File: src/rtl/tbpa_seq_pkg.sv
// Shared types and default timing for the arithmetic-pipeline micro-op sequencer.
package tbpa_seq_pkg;

    localparam int ADDR_W_DEF   = 9;
    localparam int RD_LAT_DEF   = 3;
    localparam int CMUL_OFS_DEF = 14;
    localparam int POST_OFS_DEF = 16;
    localparam int WB_OFS_DEF   = 22;

    typedef enum logic [1:0] {
        ST_IDLE,
        ST_RUN,
        ST_DRAIN,
        ST_DONE
    } state_e;

    // Everything a downstream stage needs once the RAM addresses have been issued.
    typedef struct packed {
        logic [ADDR_W_DEF-1:0] dst;
        logic [2:0]            mode1;
        logic [2:0]            mode2;
        logic [2:0]            cmode;
        logic [2:0]            mode3;
        logic [1:0]            outsel;
        logic [1:0]            addr2;
        logic [1:0]            addr3;
    } op_t;

endpackage

File: src/rtl/tbpa_pipe_sequencer_delay_line.sv
// Fixed-latency shift register of {valid, op}; stage k holds the op issued k cycles ago.
module tbpa_op_delay_line
    import tbpa_seq_pkg::*;
#(
    parameter int DEPTH = WB_OFS_DEF + 1
) (
    input  logic             clk,
    input  logic             rstn,
    input  logic             in_valid,
    input  op_t              in_op,
    output logic [DEPTH-1:0] stage_valid,
    output op_t              stage_op [DEPTH]
);

    logic [DEPTH-1:0] valid_q, valid_d;
    op_t              op_q [DEPTH];
    op_t              op_d [DEPTH];

    always_comb begin
        valid_d = {valid_q[DEPTH-2:0], in_valid};
        op_d[0] = in_op;
        for (int i = 1; i < DEPTH; i++) begin
            op_d[i] = op_q[i-1];
        end
    end

    // NOTE: sequential state uses non-blocking assignments so every stage samples its predecessor's old value.
    always_ff @(posedge clk) begin
        if (!rstn) begin
            valid_q <= '0;
        end else begin
            valid_q <= valid_d;
        end
    end

    // NOTE: payload is not reset; every consumer qualifies it with the matching valid bit.
    always_ff @(posedge clk) begin
        for (int i = 0; i < DEPTH; i++) begin
            op_q[i] <= op_d[i];
        end
    end

    assign stage_valid = valid_q;
    assign stage_op    = op_q;

endmodule

File: src/rtl/tbpa_pipe_sequencer.sv
// Micro-op sequencer: issues RAM reads, times mode fields to each stage, writes results back.
// Optional build macro TBPA_SEQ_PERF_CNT_EN adds saturating issue/stall counters.
module tbpa_pipe_sequencer
    import tbpa_seq_pkg::*;
#(
    parameter int ADDR_W   = ADDR_W_DEF,
    parameter int RD_LAT   = RD_LAT_DEF,
    parameter int CMUL_OFS = CMUL_OFS_DEF,
    parameter int POST_OFS = POST_OFS_DEF,
    parameter int WB_OFS   = WB_OFS_DEF
) (
    input  logic              clk,
    input  logic              rstn,
    input  logic              start,
    input  logic              op_valid,
    output logic              op_ready,
    input  logic [ADDR_W-1:0] op_src0,
    input  logic [ADDR_W-1:0] op_src1,
    input  logic [ADDR_W-1:0] op_dst,
    input  logic [2:0]        op_mode1,
    input  logic [2:0]        op_mode2,
    input  logic [2:0]        op_cmode,
    input  logic [2:0]        op_mode3,
    input  logic [1:0]        op_outsel,
    input  logic [1:0]        op_addr2,
    input  logic [1:0]        op_addr3,
    input  logic              op_last,
    output logic [ADDR_W-1:0] raddr0,
    output logic [ADDR_W-1:0] raddr1,
    output logic [2:0]        pre_mode1,
    output logic [2:0]        pre_mode2,
    output logic [2:0]        cmul_mode,
    output logic              post_rstn,
    output logic [2:0]        post_mode1,
    output logic [2:0]        post_mode2,
    output logic [2:0]        post_mode3,
    output logic [1:0]        post_outsel,
    output logic [1:0]        post_addr2,
    output logic [1:0]        post_addr3,
    output logic [ADDR_W-1:0] waddr,
    output logic              wea,
    output logic              busy,
    output logic              done
`ifdef TBPA_SEQ_PERF_CNT_EN
    ,
    output logic [31:0]       perf_issue,
    output logic [31:0]       perf_stall
`endif
);

    localparam int DEPTH = WB_OFS + 1;

    if (ADDR_W != ADDR_W_DEF || !(WB_OFS > POST_OFS && POST_OFS > CMUL_OFS && CMUL_OFS > RD_LAT))
    begin : g_bad_cfg
        $error("tbpa_pipe_sequencer: unsupported ADDR_W or offset ordering");
    end

    state_e            state_q, state_d;
    logic [ADDR_W-1:0] raddr0_q, raddr0_d, raddr1_q, raddr1_d;
    logic              hazard, accept;
    logic [DEPTH-1:0]  stage_valid;
    op_t               stage_op [DEPTH];
    op_t               in_op;

    assign in_op = '{dst: op_dst, mode1: op_mode1, mode2: op_mode2, cmode: op_cmode,
                     mode3: op_mode3, outsel: op_outsel, addr2: op_addr2, addr3: op_addr3};
    assign accept = op_valid && op_ready;

    tbpa_op_delay_line #(.DEPTH(DEPTH)) u_delay_line (
        .clk         (clk),
        .rstn        (rstn),
        .in_valid    (accept),
        .in_op       (in_op),
        .stage_valid (stage_valid),
        .stage_op    (stage_op)
    );

    // Stall while either source matches any in-flight destination, including the one writing now.
    always_comb begin
        // NOTE: default first so no path through the loop leaves hazard unassigned (no latch).
        hazard = 1'b0;
        for (int i = 0; i < DEPTH; i++) begin
            if (stage_valid[i] && (stage_op[i].dst == op_src0 || stage_op[i].dst == op_src1)) begin
                hazard = 1'b1;
            end
        end
    end

    always_ff @(posedge clk) begin
        if (!rstn) begin
            state_q  <= ST_IDLE;
            raddr0_q <= '0;
            raddr1_q <= '0;
        end else begin
            state_q  <= state_d;
            raddr0_q <= raddr0_d;
            raddr1_q <= raddr1_d;
        end
    end

    always_comb begin
        state_d = state_q;
        unique case (state_q)
            ST_IDLE:  if (start) state_d = ST_RUN;
            ST_RUN:   if (accept && op_last) state_d = ST_DRAIN;
            ST_DRAIN: if (stage_valid == '0) state_d = ST_DONE;
            ST_DONE:  state_d = ST_IDLE;
            default:  state_d = ST_IDLE;
        endcase
    end

    always_comb begin
        op_ready = (state_q == ST_RUN) && !hazard;
        busy     = (state_q != ST_IDLE);
        done     = (state_q == ST_DONE);
    end

    always_comb begin
        raddr0_d = accept ? op_src0 : raddr0_q;
        raddr1_d = accept ? op_src1 : raddr1_q;
    end

    assign raddr0 = raddr0_q;
    assign raddr1 = raddr1_q;

    always_comb begin
        pre_mode1   = '0;
        pre_mode2   = '0;
        cmul_mode   = '0;
        post_mode1  = '0;
        post_mode2  = '0;
        post_mode3  = '0;
        post_outsel = '0;
        post_addr2  = '0;
        post_addr3  = '0;
        waddr       = '0;
        post_rstn   = stage_valid[POST_OFS];
        wea         = stage_valid[WB_OFS];
        if (stage_valid[RD_LAT]) begin
            pre_mode1 = stage_op[RD_LAT].mode1;
            pre_mode2 = stage_op[RD_LAT].mode2;
        end
        if (stage_valid[CMUL_OFS]) begin
            cmul_mode = stage_op[CMUL_OFS].cmode;
        end
        if (stage_valid[POST_OFS]) begin
            post_mode1  = stage_op[POST_OFS].mode1;
            post_mode2  = stage_op[POST_OFS].mode2;
            post_mode3  = stage_op[POST_OFS].mode3;
            post_outsel = stage_op[POST_OFS].outsel;
            post_addr2  = stage_op[POST_OFS].addr2;
            post_addr3  = stage_op[POST_OFS].addr3;
        end
        if (stage_valid[WB_OFS]) begin
            waddr = stage_op[WB_OFS].dst;
        end
    end

`ifdef TBPA_SEQ_PERF_CNT_EN
    logic [31:0] perf_issue_q, perf_issue_d, perf_stall_q, perf_stall_d;

    always_comb begin
        perf_issue_d = perf_issue_q;
        perf_stall_d = perf_stall_q;
        if (start && state_q == ST_IDLE) begin
            perf_issue_d = '0;
            perf_stall_d = '0;
        end else begin
            if (accept && perf_issue_q != '1) perf_issue_d = perf_issue_q + 32'd1;
            if (state_q == ST_RUN && op_valid && hazard && perf_stall_q != '1)
                perf_stall_d = perf_stall_q + 32'd1;
        end
    end

    always_ff @(posedge clk) begin
        if (!rstn) begin
            perf_issue_q <= '0;
            perf_stall_q <= '0;
        end else begin
            perf_issue_q <= perf_issue_d;
            perf_stall_q <= perf_stall_d;
        end
    end

    assign perf_issue = perf_issue_q;
    assign perf_stall = perf_stall_q;
`endif

endmodule

File: config.mk
export PLATFORM = sky130hd
export DESIGN_NAME = tbpa_pipe_sequencer
export DESIGN_NICKNAME = d
export VERILOG_FILES = /design/src/rtl/tbpa_seq_pkg.sv /design/src/rtl/tbpa_pipe_sequencer_delay_line.sv /design/src/rtl/tbpa_pipe_sequencer.sv
export SDC_FILE = /design/constraint.sdc
export NUM_CORES = 1
export LEC_CHECK = 0
export BUFFER_PORTS_ARGS = -buffer_cell sky130_fd_sc_hd__clkbuf_2
export CORE_UTILIZATION = 45
export DETAILED_ROUTE_END_ITERATION = 6
export PLACE_DENSITY_LB_ADDON = 0.2
export SYNTH_ARGS = -nofsm -noshare
export SYNTH_HDL_FRONTEND = slang
export SYNTH_SLANG_ARGS = --single-unit
File: constraint.sdc
create_clock -name clk -period 2.8 [get_ports clk]
set_input_delay 0.28 -clock clk [delete_from_list [all_inputs] [get_ports clk]]
set_output_delay 0.28 -clock clk [all_outputs]
set_load 0.1 [all_outputs]
* Word level (Yosys, flattened, before mapping)
Index checks and enable logic that the tools add are counted.
Operators by class: eq/ne operators 52, mux-type cells 37, reductions and logical operators 54
Operators by type and width (count):
- equality test 9 bit | 46
- logical AND 1 bit | 26
- logical NOT 23 bit | 1
- logical OR 1 bit | 23
- 2-to-1 mux 1 bit | 23
- 2-to-1 mux 3 bit | 6
- 2-to-1 mux 2 bit | 6
- 2-to-1 mux 9 bit | 1
- case mux 2 bit (4 select lines) | 1
- != test 2 bit, second input constant | 3
- equality test 2 bit, second input constant | 2
- AND reduction 3 bit | 1
- equality test 2 x 1 -> 1 bit, second input constant | 1
- logical NOT 2 bit | 1
- nonzero test 2 bit | 1
- logical NOT 1 bit | 1
Word-level totals: register bits 550, bits of input ports 50, output and inout bits 56, logic and storage cells 287

* Depth between registers and ports, before layout
depth in word-level cells 32, gate-level depth with buffers 12

* Hierarchy
Synthesis repeated with hierarchy kept, for this count alone.
Unflattened totals: cell total of the unflattened synthesis 1437, area, all modules 19486.2 um^2
Modules (own cells, without submodules):
- tbpa_op_delay_line | times used 1, cells each 669, area each 13080.0 um^2, sequential area each 12892.4 um^2
- tbpa_pipe_sequencer | times used 1, cells each 768, area each 6406.1 um^2, sequential area each 400.4 um^2

* Worst setup path before layout
No wires, ideal clock.
path type reg2reg, from register u_delay_line.valid_q[16] (netlist: u_delay_line.stage_valid[16]), to register raddr0_q[0] (netlist: raddr0[0]), library setup time 0.072 ns, arrival 3.402 ns, setup slack -0.674 ns, cell stages (with the launch flop) 11, period minus slack after synthesis 3.474 ns, cell sequence dfxtp_1 > clkbuf_1 > nand2_1 > nor3_1 > nor4_2 > nand4_1 > nor3_2 > and2_4 > buf_12 > buf_12 > mux2i_1
Between the ends: word-level cells in the longest chain between the ends 11
RTL lines:
- from (decl) | line tbpa_pipe_sequencer_delay_line.sv:15 | logic [DEPTH-1:0] valid_q, valid_d;
- from (signal assigned) | line tbpa_pipe_sequencer_delay_line.sv:32 | valid_q <= valid_d;
- logical AND 1 bit | line tbpa_pipe_sequencer.sv:83 | if (stage_valid[i] && (stage_op[i].dst == op_src0 || stage_op[i].dst == op_src1)) begin
- 2-to-1 mux 1 bit (7 in a row) | line tbpa_pipe_sequencer.sv:83
- logical NOT 1 bit | line tbpa_pipe_sequencer.sv:113 | op_ready = (state_q == ST_RUN) && !hazard;
- logical AND 1 bit | line tbpa_pipe_sequencer.sv:113
- via op_ready | line tbpa_pipe_sequencer.sv:16 | output logic op_ready,
- logical AND 1 bit | line tbpa_pipe_sequencer.sv:67 | assign accept = op_valid && op_ready;
- to (signal assigned) | line tbpa_pipe_sequencer.sv:96 | raddr0_q <= raddr0_d;
- to (decl) | line tbpa_pipe_sequencer.sv:59 | logic [ADDR_W-1:0] raddr0_q, raddr0_d, raddr1_q, raddr1_d;
The timed path passes the listed nets, and every way through them passes these cells. A chain may end at the register's enable or synchronous reset.

* Worst setup path after layout
from register u_delay_line.op_q (netlist bit u_delay_line.stage_op[586]), to output port op_ready
Between the ends: word-level cells in the longest chain between the ends 27, elaborated cells on any way between the ends 28, those cells by class eq/ne (2); mux (22); reduce/logical (4)
RTL lines:
- from (decl) | line tbpa_pipe_sequencer_delay_line.sv:16 | op_t op_q [DEPTH];
- from (signal, indexed assignment) | line tbpa_pipe_sequencer_delay_line.sv:39 | op_q[i] <= op_d[i];
- equality test 9 bit | line tbpa_pipe_sequencer.sv:83
- logical OR 1 bit * | line tbpa_pipe_sequencer.sv:83
- logical AND 1 bit * | line tbpa_pipe_sequencer.sv:83
- 2-to-1 mux 1 bit * (22 in a row) | line tbpa_pipe_sequencer.sv:83
- logical NOT 1 bit * | line tbpa_pipe_sequencer.sv:113
- logical AND 1 bit * | line tbpa_pipe_sequencer.sv:113
- to (decl) | line tbpa_pipe_sequencer.sv:16
Every way passes the cells marked *; elsewhere a longest branch is shown, timed or not.

==> results.md <==
- Final Hold Viols: 0
- Crit end category: output port
- Commonest cells in the netlist: 550 x dfxtp_1, 366 x xnor2_1, 90 x nand4_1
- Drt initial violations: 486
- Final Util: 54.9%
- Power density over the cells: 856 nW/µm²
- Die W: 199 µm
- Final period utilization: 101%
- Worst setup margin: -0.0302 ns
- I/O pin count: 106
- Via density per instance: 4.69
- Sequential-to-total area share from yosys stat: 63.4%
- Crit path kind: flop to output port
- DRC violations left: 0
- PortBufs: 105
- Skew-Pair Late Insertion Delay: 0.61 ns
- Crit start category: flop
- # Max-Cap Violations: 0
- Final Skew: 0.0293 ns
- TritonCTS Buffers: 52
- H-Tree Depth: 2
- Post-synth ARST share: 0%
- Worst-margin pin slew: 1.07 ns
- Final Max Slew Viols: 0
- Total wire length: 38400 µm
- Mapped Cells: 1361
- CTS tree: done
- Most common cell in the netlist: dfxtp_1
- ANT nets after route: 0
- Synth warnings: 0
- Top FF cell, synth: dfxtp_1
- Final Power: 0.0178 W
- Cell taking the most area after synthesis: dfxtp_1
- Area grow syn2layout: 19.6%
- Final Critical Period: 2.83 ns
- First-pass GRT wire length: 58300 µm
- Die area: 39400 µm²
- Outcome: complete, but fails checks
- Post-Syn Nets: 1416
- Distinct cells, synth: 28
- Total GRT Usage: 20.0%
- Slew headroom: 29.0%
- Die Y: 199 µm
- Routed wire per std cell: 18.3 µm
- Global placer's final weighted congestion: 0.930
- Final setup viols: 1
- #FFs+latches synth: 550
- Critical path fanouts, max: 3
- Initial antenna violation count: 0
- ANT cells: 0
- Failing checks: setup timing
- Synthesized area: 17400 µm²
- Post-synth EDFFs: 0
- Data arrival time of the critical path: 2.55 ns
- Core Area: 37800 µm²
- Vias in the first global route: 10100
- Drt pass-1 iters: 5
- CP required: 2.52 ns
- Row cnt: 71
- Largest net degree at the start of global routing: 55
- Initial Util: 45.9%
- Grt ovf: 0
- Clock-pin transition on the worst setup and hold timing paths: 0.07 ns
- Syn_area_per_cell: 12.8 µm²
- Via count: 9826
- Layout cell share with drive strength beyond 1: 18.9%
- Fin nets: 1597
- Clock Tree Buf Depth: 3
- Clock Sinks: 550
- Largest cells by area after synthesis: dfxtp_1 63%, xnor2_1 18%, nand4_1 3.2%, xor2_1 2.4%, buf_6 2.0%
- HP Class: input pin to flop
- Unrepaired setup endpoints after global routing: yes
- Root buffer cell: clkbuf_16
- Post-synth top area share: 63.4%
- TNS Setup: -0.0302 ns
- Leak: 7.98 nW
- Max Freq: 0.353 GHz
- Post-DP HPWL: 26000 µm
- VDD IR max: 0.854 mV
## path summary, 6_finish.rpt
path	start	depth (start not counted)	slack, ns	to
max	u_delay_line.stage_op[586]$_DFF_P_	8	-0.03	op_ready
min	op_src0[0]	4	0.15	raddr0[0]$_SDFFE_PN0P_
max reg2reg	u_delay_line.stage_op[370]$_DFF_P_	10	0.19	state_q[0]$_SDFFE_PN0P_
min reg2reg	u_delay_line.stage_op[437]$_DFF_P_	0	0.32	u_delay_line.stage_op[410]$_DFF_P_
## cell usage in the layout (no fill, tap or decap), drive strengths merged, types with 3 or more instances in the layout
master	instances
and2	56
buf	61
dfxtp	550
nand2	78
bufinv	8
mux2i	19
nor3	37
nor4	25
clkinvlp	6
inv	4
nand4	90
nor2	5
ha	5
xor2	48
dlygate4sd3	28
clkinv	20
clkbuf	167
xnor2	366
or3	3
## report_power, final
part / switching, W / internal, W / leakage [nW]
Clock: 0.00305 / 0.00435 / 0.902
Sequential: 0.000287 / 0.00828 / 4.63
Combinational: 0.00109 / 0.000740 / 2.45
Total: 0.00443 / 0.0134 / 7.98
## what timing repair did
| action | 4_1_cts | 5_1_grt |
|---|---|---|
| buffers inserted | 2 | 2 |
| endpoints found under the hold margin | 28 | 0 |
| pin swaps | 4 | 10 |
| gates resized for setup | 16 | 21 |
| endpoints found under the setup margin | 1 | 1 |
| cloned | 0 | 0 |
| hold buffers | 28 | 0 |
## cells by family after synthesis
group | synth area share (%)
compound gates | 0.259
fa+ha+maj | 0.360
mux | 1.09
buf+inv | 4.59
simple gates | 9.46
xor+xnor | 20.9
flops | 63.4
## area by class of cell
type	instances	area, µm²
fill	3226	17100
clock inverter	35	474
timing repair buffer	193	1580
clock buffer	63	1390
multi-input combinational	742	5650
sequential	550	11000
inverter	3	11.3
tap	511	639
## stage by stage
step | area [µm²] | std cells | hold slack (ns) | setup WS [ns]
after floorplan | 17400 | 1361 | 0.308 | -0.0945
after global routing | 20800 | 2097 | 0.139 | -0.0845
final | 20800 | 2097 | 0.147 | -0.0302
after global placement | 18500 | 1967 | 0.310 | -0.0449
after detailed placement | 18500 | 1967 | 0.312 | -0.113
after CTS | 20700 | 2095 | 0.111 | 0.00292
## state kept, by name, summed over array words and instances, names as in the netlist
signal,flops
raddr0,9
raddr1,9
state_q,2
u_delay_line.stage_op,507
u_delay_line.stage_valid,23
## critical path, stage by stage (launching register included)
cell and delay [ns]:
dfxtp_1 0.41, xnor2_1 0.14, nand4_1 0.15, nor3_1 0.57, nor4_2 0.12, nand4_1 0.22
nor3_4 0.06, buf_6 0.13, buf_12 0.16
## per-layer routing
layer / GRT usage [%] / routed length, µm / vias to the layer above
li1: - / - / 4781
met1: 25.0 / 16700 / 4689
met2: 33.8 / 18400 / 272
met3: 3.98 / 2150 / 84
met4: 8.35 / 1120 / 0
met5: 0 / 0 / -
Note: power is estimated with default switching activity, not from simulation.
